## src/rtl/br_pkg.sv

```systemverilog
// Shared definitions for the EX-stage branch resolution unit.
package br_pkg;

    // Conditional-branch funct3 encodings (010/011 are reserved)
    localparam logic [2:0] F3_BEQ  = 3'b000;
    localparam logic [2:0] F3_BNE  = 3'b001;
    localparam logic [2:0] F3_BLT  = 3'b100;
    localparam logic [2:0] F3_BGE  = 3'b101;
    localparam logic [2:0] F3_BLTU = 3'b110;
    localparam logic [2:0] F3_BGEU = 3'b111;

    // Redirect sequencing states
    typedef enum logic [1:0] {
        IDLE     = 2'd0,
        REDIRECT = 2'd1,
        SQUASH   = 2'd2
    } br_state_t;

    // Width of the post-redirect squash counter (covers FLUSH_CYCLES up to 7)
    localparam int unsigned SQ_CNT_W = 3;

endpackage

```

## src/rtl/br_cond.sv

```systemverilog
// Combinational taken/illegal decode for branches and jumps.
module br_cond
    import br_pkg::*;
(
    input  logic [2:0] funct3,
    input  logic       is_jump,
    input  logic       br_less,
    input  logic       br_equal,
    output logic       taken,
    output logic       illegal
);

    // Jumps are unconditional; branches select equal/less and optional inversion
    always_comb begin
        taken   = 1'b0;
        illegal = 1'b0;
        if (is_jump) begin
            taken = 1'b1;
        end else begin
            case (funct3)
                F3_BEQ:           taken = br_equal;
                F3_BNE:           taken = !br_equal;
                F3_BLT, F3_BLTU:  taken = br_less;
                F3_BGE, F3_BGEU:  taken = !br_less;
                default:          illegal = 1'b1;
            endcase
        end
    end

endmodule

```

## src/rtl/br_resolve.sv

```systemverilog
// EX-stage branch resolution: decides taken, issues a registered PC redirect
// with valid/ready handshake, flushes IF/ID and squashes wrong-path EX work.
module br_resolve
    import br_pkg::*;
#(
    parameter int unsigned FLUSH_CYCLES = 2
) (
    input  logic        clk_i,
    input  logic        rst_ni,
    input  logic        ex_valid_i,
    input  logic        ex_stall_i,
    input  logic        ex_is_branch_i,
    input  logic        ex_is_jump_i,
    input  logic [2:0]  ex_funct3_i,
    input  logic [31:0] ex_target_i,
    input  logic        br_less_i,
    input  logic        br_equal_i,
    output logic        br_unsigned_o,
    output logic        redirect_valid_o,
    input  logic        redirect_ready_i,
    output logic [31:0] redirect_pc_o,
    output logic        flush_if_o,
    output logic        flush_id_o,
    output logic        squash_ex_o,
    output logic        exc_misaligned_o,
    output logic        exc_illegal_o,
    output logic [31:0] branch_cnt_o,
    output logic [31:0] taken_cnt_o
);

    br_state_t             state;
    logic [SQ_CNT_W-1:0]   sq_cnt;
    logic                  taken;
    logic                  illegal;
    logic                  eval;
    logic                  is_cond;
    logic                  misaligned;

    // Comparator signedness follows funct3[1] (BLTU/BGEU)
    assign br_unsigned_o = ex_funct3_i[1];

    br_cond u_cond (
        .funct3   (ex_funct3_i),
        .is_jump  (ex_is_jump_i),
        .br_less  (br_less_i),
        .br_equal (br_equal_i),
        .taken    (taken),
        .illegal  (illegal)
    );

    // A decision is made only from IDLE on an unstalled control-flow instruction
    assign eval       = (state == IDLE) && ex_valid_i && !ex_stall_i &&
                        (ex_is_branch_i || ex_is_jump_i);
    assign is_cond    = ex_is_branch_i && !ex_is_jump_i;
    assign misaligned = (ex_target_i[1:0] != 2'b00);

    // Redirect FSM, exception pulses and statistics counters
    always_ff @(posedge clk_i or negedge rst_ni) begin
        if (!rst_ni) begin
            state            <= IDLE;
            sq_cnt           <= '0;
            redirect_valid_o <= 1'b0;
            redirect_pc_o    <= '0;
            flush_if_o       <= 1'b0;
            flush_id_o       <= 1'b0;
            squash_ex_o      <= 1'b0;
            exc_misaligned_o <= 1'b0;
            exc_illegal_o    <= 1'b0;
            branch_cnt_o     <= '0;
            taken_cnt_o      <= '0;
        end else begin
            exc_misaligned_o <= 1'b0;
            exc_illegal_o    <= 1'b0;
            case (state)
                IDLE: begin
                    if (eval) begin
                        if (is_cond) begin
                            branch_cnt_o  <= branch_cnt_o + 32'd1;
                            exc_illegal_o <= illegal;
                            if (taken) begin
                                taken_cnt_o <= taken_cnt_o + 32'd1;
                            end
                        end
                        if (taken) begin
                            if (misaligned) begin
                                exc_misaligned_o <= 1'b1;
                            end else begin
                                state            <= REDIRECT;
                                redirect_valid_o <= 1'b1;
                                redirect_pc_o    <= ex_target_i;
                                flush_if_o       <= 1'b1;
                                flush_id_o       <= 1'b1;
                                squash_ex_o      <= 1'b1;
                            end
                        end
                    end
                end
                REDIRECT: begin
                    // The accept cycle counts as the first squash cycle
                    if (redirect_ready_i) begin
                        redirect_valid_o <= 1'b0;
                        flush_if_o       <= 1'b0;
                        flush_id_o       <= 1'b0;
                        sq_cnt           <= SQ_CNT_W'(FLUSH_CYCLES - 1);
                        if (FLUSH_CYCLES == 1) begin
                            state       <= IDLE;
                            squash_ex_o <= 1'b0;
                        end else begin
                            state <= SQUASH;
                        end
                    end
                end
                SQUASH: begin
                    if (!ex_stall_i) begin
                        if (sq_cnt < SQ_CNT_W'(2)) begin
                            state       <= IDLE;
                            squash_ex_o <= 1'b0;
                            sq_cnt      <= '0;
                        end else begin
                            sq_cnt <= sq_cnt - SQ_CNT_W'(1);
                        end
                    end
                end
                default: begin
                    state <= IDLE;
                end
            endcase
        end
    end

endmodule

```

## config.mk

```make
export PLATFORM = sky130hd
export DESIGN_NAME = br_resolve
export DESIGN_NICKNAME = d
export VERILOG_FILES = /design/src/rtl/br_pkg.sv /design/src/rtl/br_cond.sv /design/src/rtl/br_resolve.sv
export SDC_FILE = /design/constraint.sdc
export NUM_CORES = 1
export LEC_CHECK = 0
export CORE_ASPECT_RATIO = 1.75
export CORE_UTILIZATION = 50
export DETAILED_ROUTE_END_ITERATION = 10
export GPL_TIMING_DRIVEN = 0
export PLACE_DENSITY = 0.85
export SYNTH_ARGS = -nofsm -noshare
export SYNTH_HDL_FRONTEND = slang
export SYNTH_HIERARCHICAL = 1
export SYNTH_SLANG_ARGS = --single-unit
```

## constraint.sdc

```tcl
create_clock -name clk_i -period 5.1 [get_ports clk_i]
set_input_delay 1.02 -clock clk_i [delete_from_list [all_inputs] [get_ports clk_i]]
set_output_delay 1.02 -clock clk_i [all_outputs]
set_load 0.005 [all_outputs]
```

======== After elaboration in Yosys (flattened, before gate mapping) ========
Index checks and enable logic that the tools add are counted.
operators by class
  add/subtract/negate cells ............... 3
  $lt $le $gt $ge ......................... 1
  equality and inequality tests ........... 13
  multiplexer cells ....................... 30
  bitwise gates (word level) .............. 1
  reductions and logical operators ........ 25
operators with widths
  operator                                                                       number
  32-bit by 1-bit adder with 32-bit output (second input constant)               2
  1-bit two-way mux                                                              16
  3-bit equality test (second input constant)                                    4
  2-bit two-way mux                                                              6
  2-bit != test (second input constant)                                          6
  6-bit AND reduction                                                            2
  3-bit two-way mux                                                              3
  4-bit AND reduction                                                            2
  2-bit nonzero test                                                             4
  2-bit case mux with 3 select lines                                             1
  3-bit case mux with 2 select lines                                             1
  3-bit AND reduction                                                            2
  6-bit OR reduction                                                             1
  5-bit AND reduction                                                            1
  1-bit logical AND                                                              4
  1-bit logical NOT                                                              4
  1-bit case mux with 2 select lines                                             2
  1-bit case mux with 4 select lines                                             1
  2-bit OR reduction                                                             2
  3-bit by 1-bit equality test with 1-bit output (second input constant)         1
  3-bit logical NOT                                                              1
  3-bit by 2-bit less-than comparator with 1-bit output (second input constant)  1
  3-bit by 1-bit subtractor with 3-bit output (second input constant)            1
  2-bit by 1-bit equality test with 1-bit output (second input constant)         1
  other kinds (4)                                                                4
storage, ports and cells
  flip-flop bits (word level) ............. 105
  output and inout port bits .............. 103
  logic and storage cells ................. 82

======== Longest topological paths before layout ========
Gate-level depths: netlist of the first run.
  depth after elaboration ................. 7
  depth in mapped cells ................... 7

======== Hierarchy ========
The synthesis of the first run kept the hierarchy.
modules (own cells, without submodules)
  module      times used  cells each  area each (µm²)  sequential area each (µm²)
  br_resolve  1           379         4672.0           2627.5
  br_cond     1           5           38.8             0.0

======== Worst setup path before layout of the first run ========
No wires, ideal clock.
  kind .................................... input to register
  start point ............................. in ex_stall_i
  end point ............................... reg redirect_pc_o[13]
  data arrival time ....................... 2647 ps
  path slack .............................. 2328 ps
  stages on the path ...................... 5
  buffers on the path ..................... 2
  cells stage by stage .................... or4b_1 > buf_6 > nor4_4 > buf_2 > mux2_2
between the ends
  longest elaborated chain between the ends .. 4
ends and longest elaborated chain
  what                                  line              RTL
  from (decl)                           br_resolve.sv:11  input logic ex_stall_i,
  1-bit logical NOT                     --
  1-bit logical AND (2 in a row)        br_resolve.sv:52  assign eval = (state == IDLE) && ex_valid_i && !ex_stall_i &&
  4-bit AND reduction (no source line)  --
  to (signal assigned)                  br_resolve.sv:90  redirect_pc_o <= ex_target_i;
  to (decl)                             br_resolve.sv:21  output logic [31:0] redirect_pc_o,
No other way between the ends.
A chain may end at the register's enable or synchronous reset.

======== Final worst setup path of the first run ========
  start point ............................. in ex_funct3_i[0]
  end point ............................... reg taken_cnt_o[31]
between the ends
  longest elaborated chain between the ends .. 5
  elaborated cells between the ends (all ways) .. 11
  those cells by class .................... eq/ne (5); mux (2); reduce/logical (4)
ends and longest elaborated chain
  what                                      line              RTL
  from (decl)                               br_resolve.sv:14  input logic [2:0] ex_funct3_i,
  3-bit equality test                       br_cond.sv:20     case (funct3)
  2-bit OR reduction (on tied branches)     --
  1-bit case mux with 4 select lines (*)    br_cond.sv:20
  1-bit two-way mux (*)                     br_cond.sv:17     if (is_jump) begin
  net taken                                 br_resolve.sv:33  logic taken;
  4-bit AND reduction (no source line) (*)  --
  to (signal assigned)                      br_resolve.sv:81  taken_cnt_o <= taken_cnt_o + 32'd1;
  to (decl)                                 br_resolve.sv:28  output logic [31:0] taken_cnt_o
The timed path passes the listed nets; every way through them passes the cells marked *.

==> results.py, run 1 <==
metrics = {
    "status": {
        "outcome": "completed",
    },
    "place": {
        "place_area_mm2": 0.00635,
        "portBuffers": 146,
        "place.detailed.hpwl_mm": 8.42,
        "gp_congestion": 0.810,
        "dp_slack_ns": 1.47,
    },
    "final_layout": {
        "syn2layout_area_growth_pct": 41.9,
        "diodes": 0,
        "drive_above_1_share_pct": 13.7,
        "multiInputGateArea_mm2": 0.00198,
        "final_core_util_pct": 73.5,
        "nFillCells": 665,
        "final_net_count": 589,
        "design_area_mm2": 0.00669,
        "ff_latch_area_mm2": 0.00263,
    },
    "sta": {
        "drv_slew": 0,
        "rsz0062_at_grt": "false",
        "finalCriticalPeriod_ns": 3.25,
        "tightest_slew_ns": 0.957,
        "finClkSkew_ns": 0.00967,
        "finalWorstSetupSlack_ns": 1.85,
        "setup_violations": 0,
        "max_slew_margin_pct": 35.6,
        "fmax_mhz": 307,
        "hold_violations": 0,
        "layout_worst_path_cycle_share_pct": 63.8,
    },
    "clocking": {
        "ctsHoldBuffers": 0,
        "cts_buffers": 9,
        "post-cts-setup-buffer-count": 0,
        "cts.root.buffer_cell": "clkbuf_16",
        "cts_sinks": 105,
        "clk_pin_slew_ns": 0.07,
        "clock_path_buffers": 2,
        "htree_levels": 3,
        "insertion_delay_ns": 0.34,
        "tritoncts": "yes",
        "cts_resized": 0,
    },
    "worst_setup_path": {
        "path_cells": "clkdlybuf4s50_1 -> xor2_1 -> a221o_1 -> nand4b_1 -> nor4_2 -> nand4_1 -> xnor2_1",
        "worstSetupStartpointType": "input port",
        "crit_required_ns": 5.33,
        "worstReg2RegStart": "state[1]",
        "rrSetupSlack_ns": 2.54,
        "path_class": "in2reg",
        "rr_worst_depth": 5,
        "slowest_stage": "nor4_2",
        "cp_num_buf_inv": 1,
        "reg2reg_to": "redirect_pc_o[14]",
        "cp_top_family": "simple AND/OR/NAND/NOR gates",
        "cpPeakStageDelay_ns": 0.86,
        "worstPathArrival_ns": 3.48,
        "crit_fanout": 9,
        "worstSetupEndpointType": "flop",
    },
    "synth": {
        "synth-async-reset-ratio_pct": 100,
        "syn_inst": 384,
        "seq_area_frac_synth_pct": 55.8,
        "synth.area.top_cells": "dfrtp_1 (56%), xnor2_1 (8.4%), mux2_2 (7.4%)",
        "synth_edf_count": 0,
        "yosys.area.top_type_share_pct": 55.8,
        "ys.flop_type": "dfrtp_1",
        "ys_warn_count": 6,
        "yosysTopAreaCell": "dfrtp_1",
        "ys_seq_elements": 105,
        "synth_area_per_cell_um2": 12.3,
        "syn-num-nets": 431,
        "ys_types": 43,
        "netlist_area_mm2": 0.00471,
    },
    "pwr": {
        "power_leakage_nw": 2.83,
        "vdd_ir_drop_max_v": 0.000265,
        "total_power_mw": 2.30,
        "p_per_area_mw_per_mm2": 344,
    },
    "drt": {
        "drc": 0,
        "viasPerCell": 5.36,
        "drt_iter0_drc": 130,
        "vias": 3574,
        "avgRoutedWirePerCell_um": 16.8,
        "dr.pass1.iters": 4,
        "ant_nets": 0,
        "routed_wl_mm": 11.2,
    },
    "grt": {
        "grt_max_degree": 60,
        "grt_pass1_vias": 3747,
        "antenna_found_initial": 0,
        "grt_pass1_wl_mm": 17.7,
        "grt_usage_pct": 24.2,
        "grt_remaining_overflow": 0,
    },
    "die": {
        "std_cell_rows": 46,
        "coreArea_mm2": 0.00909,
        "die_x_um": 75.4,
        "dieArea_mm2": 0.00983,
        "die-height_um": 130,
        "io_pins": 147,
        "start_util_pct": 51.8,
    },
    "hold_path": {
        "holdPathStages": 1,
        "worstHoldStart": "taken_cnt_o[31]",
        "hold_end": "taken_cnt_o[31]",
        "hp-class": "reg2reg",
    },
    "job": {
        "max_cap_viol_count": 0,
    },
}
-- cell usage after synthesis (3+ instances only) --
cell / n
buf_2: 4
o21ai_0: 3
nor3_2: 4
mux2_2: 31
inv_1: 11
xnor2_1: 45
nand2_1: 22
and3_1: 9
dfrtp_1: 105
nand3_1: 18
ha_1: 3
and2_1: 5
nor3_1: 10
nor2_1: 15
nand4b_1: 4
nor4_2: 5
xor2_1: 19
nand4_1: 28
nor2b_1: 4
buf_4: 3
and4_1: 4
-- per-stage QoR --
stage,cells,hold slack (ns),setup TNS (ns)
final,667,0.479,0
after global routing,667,0.508,0
after CTS,667,0.492,0
after detailed placement,651,0.470,0
after global placement,650,0.464,-86.67
after floorplan,384,0.468,0
-- metal layers --
layer / GRT usage, % / part of all wire (%) / up-vias
met5: 0 / 0 / -
met1: 24.8 / 36 / 1765
met3: 6.13 / 4.4 / 17
met2: 45.4 / 57 / 108
met4: 9.37 / 2.1 / 0
li1: - / - / 1684
-- kinds of logic after synthesis --
group | Yosys count | synth area share, %
xor gates and xnor gates | 64 | 11.9
buffers and inverters | 22 | 2.42
AOI/OAI and AO/OA | 11 | 1.62
DFF | 105 | 55.8
adders and majority gates | 3 | 0.797
and+or+nand+nor | 147 | 19.8
muxes | 32 | 7.65
-- power by group --
| group | switching, mW | leakage, nW | internal (mW) |
|---|---|---|---|
| Sequential | 0.0927 | 1.38 | 0.949 |
| Clock | 0.298 | 0.155 | 0.457 |
| Combinational | 0.170 | 1.29 | 0.334 |
-- registers in the layout (all words and copies together) (netlist names), 2 cells and up --
register and cells:
sq_cnt 3, redirect_pc_o 32, branch_cnt_o 32, taken_cnt_o 32, state 2
-- cells in the final DEF (no fill, tap or decap), types with 5 or more instances in the layout --
cell             count
dfrtp_1            105
clkbuf_16            9
mux2_2              31
xor2_1              19
clkdlybuf4s50_1    145
nor2_1              15
nand3_1             18
inv_1               11
and3_1               9
nand2_1             22
xnor2_1             45
nor3_1              10
nor4_2               6
nand4_1             28
and2_1               5
-- worst reg2reg max path, cell delays in order, from the launching register on --
cell and delay [ns]:
dfrtp_1 0.44, or4b_1 0.56, buf_6 0.17, nor4_4 0.54, buf_2 0.37, mux2_2 0.37
-- layout make-up --
cell class	instances	share of cell area, %
plain buffers	11	1.09
clock buffers	12	3.84
repair buffers	147	22.2
multi-input cells	257	29.6
inverters	11	0.618
flip-flops and latches	105	39.3
well taps	120	2.25
clock inverters	4	1.12
-- worst max path at each step --
| stage | from | to | slack (ns) | cells after the start |
|---|---|---|---|---|
| 3_5_place_dp | ex_stall_i | redirect_pc_o[14] | 1.47 | 6 |
| 6_report | ex_funct3_i[0] | taken_cnt_o[31] | 1.85 | 7 |
| 5_1_grt | ex_funct3_i[0] | taken_cnt_o[29] | 1.66 | 7 |
| 2_1_floorplan | ex_stall_i | redirect_pc_o[13] | 2.33 | 5 |
| 4_1_cts | ex_stall_i | redirect_pc_o[14] | 1.83 | 6 |
| 3_3_place_gp | rst_ni | taken_cnt_o[28] | -0.83 | 1 |
No activity file was read; power rests on OpenSTA's default activity.
==> run 2: changes to the inputs <==
--- a/config.mk
+++ b/config.mk
@@ -6,10 +6,10 @@
 export NUM_CORES = 1
 export LEC_CHECK = 0
 export CORE_ASPECT_RATIO = 1.75
-export CORE_UTILIZATION = 50
+export CORE_UTILIZATION = 47
 export DETAILED_ROUTE_END_ITERATION = 10
 export GPL_TIMING_DRIVEN = 0
-export PLACE_DENSITY = 0.85
+export PLACE_DENSITY = 0.81
 export SYNTH_ARGS = -nofsm -noshare
 export SYNTH_HDL_FRONTEND = slang
 export SYNTH_HIERARCHICAL = 1
==> constraint.sdc (replaced) <==
create_clock -name clk_i -period 3.1 [get_ports clk_i]
set_input_delay 0.62 -clock clk_i [delete_from_list [all_inputs] [get_ports clk_i]]
set_output_delay 0.62 -clock clk_i [all_outputs]
set_load 0.005 [all_outputs]
==> results.py, run 2 (synthesized netlist as in run 1, its figures left out) <==
metrics = {
    "drt": {
        "dr.pass1.iters": 5,
        "drc": 0,
        "vias": 3562,
        "viasPerCell": 5.30,
        "avgRoutedWirePerCell_um": 16.2,
        "routed_wl_mm": 10.9,
        "ant_nets": 0,
        "drt_iter0_drc": 147,
    },
    "die": {
        "die_x_um": 77.7,
        "dieArea_mm2": 0.0104,
        "coreArea_mm2": 0.00979,
        "start_util_pct": 48.1,
        "std_cell_rows": 48,
        "io_pins": 147,
        "die-height_um": 134,
    },
    "worst_setup_path": {
        "crit_required_ns": 3.33,
        "crit_fanout": 9,
        "path_class": "in2reg",
        "reg2reg_to": "taken_cnt_o[31]",
        "worstSetupEndpointType": "flop",
        "rr_worst_depth": 5,
        "rrSetupSlack_ns": 0.56,
        "worstPathArrival_ns": 3.06,
        "worstSetupStartpointType": "input port",
        "worstReg2RegStart": "state[1]",
    },
    "place": {
        "place.detailed.hpwl_mm": 8.11,
        "portBuffers": 146,
        "gp_congestion": 0.849,
    },
    "final_layout": {
        "final_cell_mix": "clkdlybuf4s50_1 (145), dfrtp_1 (105), xnor2_1 (45), mux2_2 (31), nand4_1 (28)",
        "syn2layout_area_growth_pct": 41.2,
        "mostFrequentLayoutCell": "clkdlybuf4s50_1",
        "final_core_util_pct": 68.0,
        "diodes": 0,
        "largest_registers": "branch_cnt_o x32, redirect_pc_o x32, taken_cnt_o x32",
        "nFillCells": 751,
        "final_net_count": 590,
        "drive_above_1_share_pct": 13.5,
    },
    "sta": {
        "tightest_slew_ns": 0.992,
        "layout_worst_path_cycle_share_pct": 91.2,
        "finalCriticalPeriod_ns": 2.83,
        "setup_violations": 0,
        "tns_ns": 0,
        "finClkSkew_ns": 0.00683,
        "hold_violations": 0,
        "drv_slew": 0,
        "max_slew_margin_pct": 33.3,
        "fmax_mhz": 354,
        "rsz0062_at_grt": "false",
    },
    "grt": {
        "grt_pass1_vias": 3613,
        "grt_pass1_wl_mm": 17.7,
        "grt_max_degree": 64,
        "antenna_found_initial": 0,
        "grt_usage_pct": 21.8,
        "grt_remaining_overflow": 0,
    },
    "clocking": {
        "insertion_delay_ns": 0.34,
        "post-cts-setup-buffer-count": 0,
        "clock_path_buffers": 2,
        "ctsHoldBuffers": 0,
        "clk_pin_slew_ns": 0.07,
        "cts.root.buffer_cell": "clkbuf_16",
        "htree_levels": 3,
        "cts_resized": 0,
        "cts_buffers": 9,
        "tritoncts": "yes",
        "cts_sinks": 105,
    },
    "pwr": {
        "vdd_ir_drop_max_v": 0.000309,
        "p_clk_share_pct": 31.0,
        "switchingPower_mw": 0.931,
        "switching_share_pct": 25.2,
        "combPwrFrac_pct": 22.7,
        "pwr-share-seq_pct": 46.4,
        "power_leakage_nw": 2.82,
        "internal-power_mw": 2.76,
        "p_per_area_mw_per_mm2": 555,
    },
    "hold_path": {
        "hp-class": "in2async",
    },
    "job": {
        "max_cap_viol_count": 0,
    },
    "status": {
        "outcome": "completed",
    },
}
## run 2: metal layers
layer  vias up  wire length, µm  track usage (%)  share of wire, %
li1       1671                -                -                 -
met1      1789             4250             24.8                39
met2        84             6090             40.0                56
met3        18              326             3.54               3.0
met4         0              220             8.60               2.0
met5         -                0                0                 0
## run 2: critical path, stage by stage
cell and delay (ns):
clkdlybuf4s50_1 0.48, or4b_1 0.51, buf_6 0.17, nor4_2 0.84
nand4_1 0.25, xnor2_1 0.19
## run 2: worst max path at each step
stage,from,to,slack (ns),cells past startpoint
floorplan,ex_stall_i,redirect_pc_o[13],0.73,5
global placement,rst_ni,redirect_pc_o[6],-2.45,1
detailed placement,ex_funct3_i[0],taken_cnt_o[31],-0.09,7
CTS,ex_stall_i,taken_cnt_o[31],0.26,6
global route,ex_funct3_i[0],taken_cnt_o[31],0.10,7
finish,ex_stall_i,taken_cnt_o[31],0.27,6
## run 2: layout make-up
cell class,count,area [µm²],share of cell area (%)
multi-input combinational,257,1970,29.6
inverter,11,41.3,0.621
clock inverter,4,52.6,0.790
sequential,105,2630,39.5
buffer,11,72.6,1.09
tap,125,156,2.35
clock buffer,11,243,3.65
timing repair buffer,148,1490,22.4
## run 2: power groups by stage
stage | Combinational [mW] | Sequential [mW] | Clock, mW
after floorplan | 0.277 | 1.73 | 0
after global placement | 0.815 | 1.72 | 0
after detailed placement | 0.847 | 1.74 | 0
after CTS | 0.850 | 1.71 | 1.16
after global routing | 0.895 | 1.74 | 1.23
final | 0.837 | 1.71 | 1.14
## run 2: per-stage QoR
stage	area, µm²	setup slack [ns]	std cells	hold slack [ns]	power (mW)
floorplan	4710	0.728	384	0.324	2.01
global placement	6330	-2.45	655	0.461	2.53
detailed placement	6350	-0.0933	656	0.467	2.58
CTS	6650	0.264	671	0.292	3.73
global route	6650	0.103	672	0.314	3.87
finish	6650	0.273	672	0.274	3.69
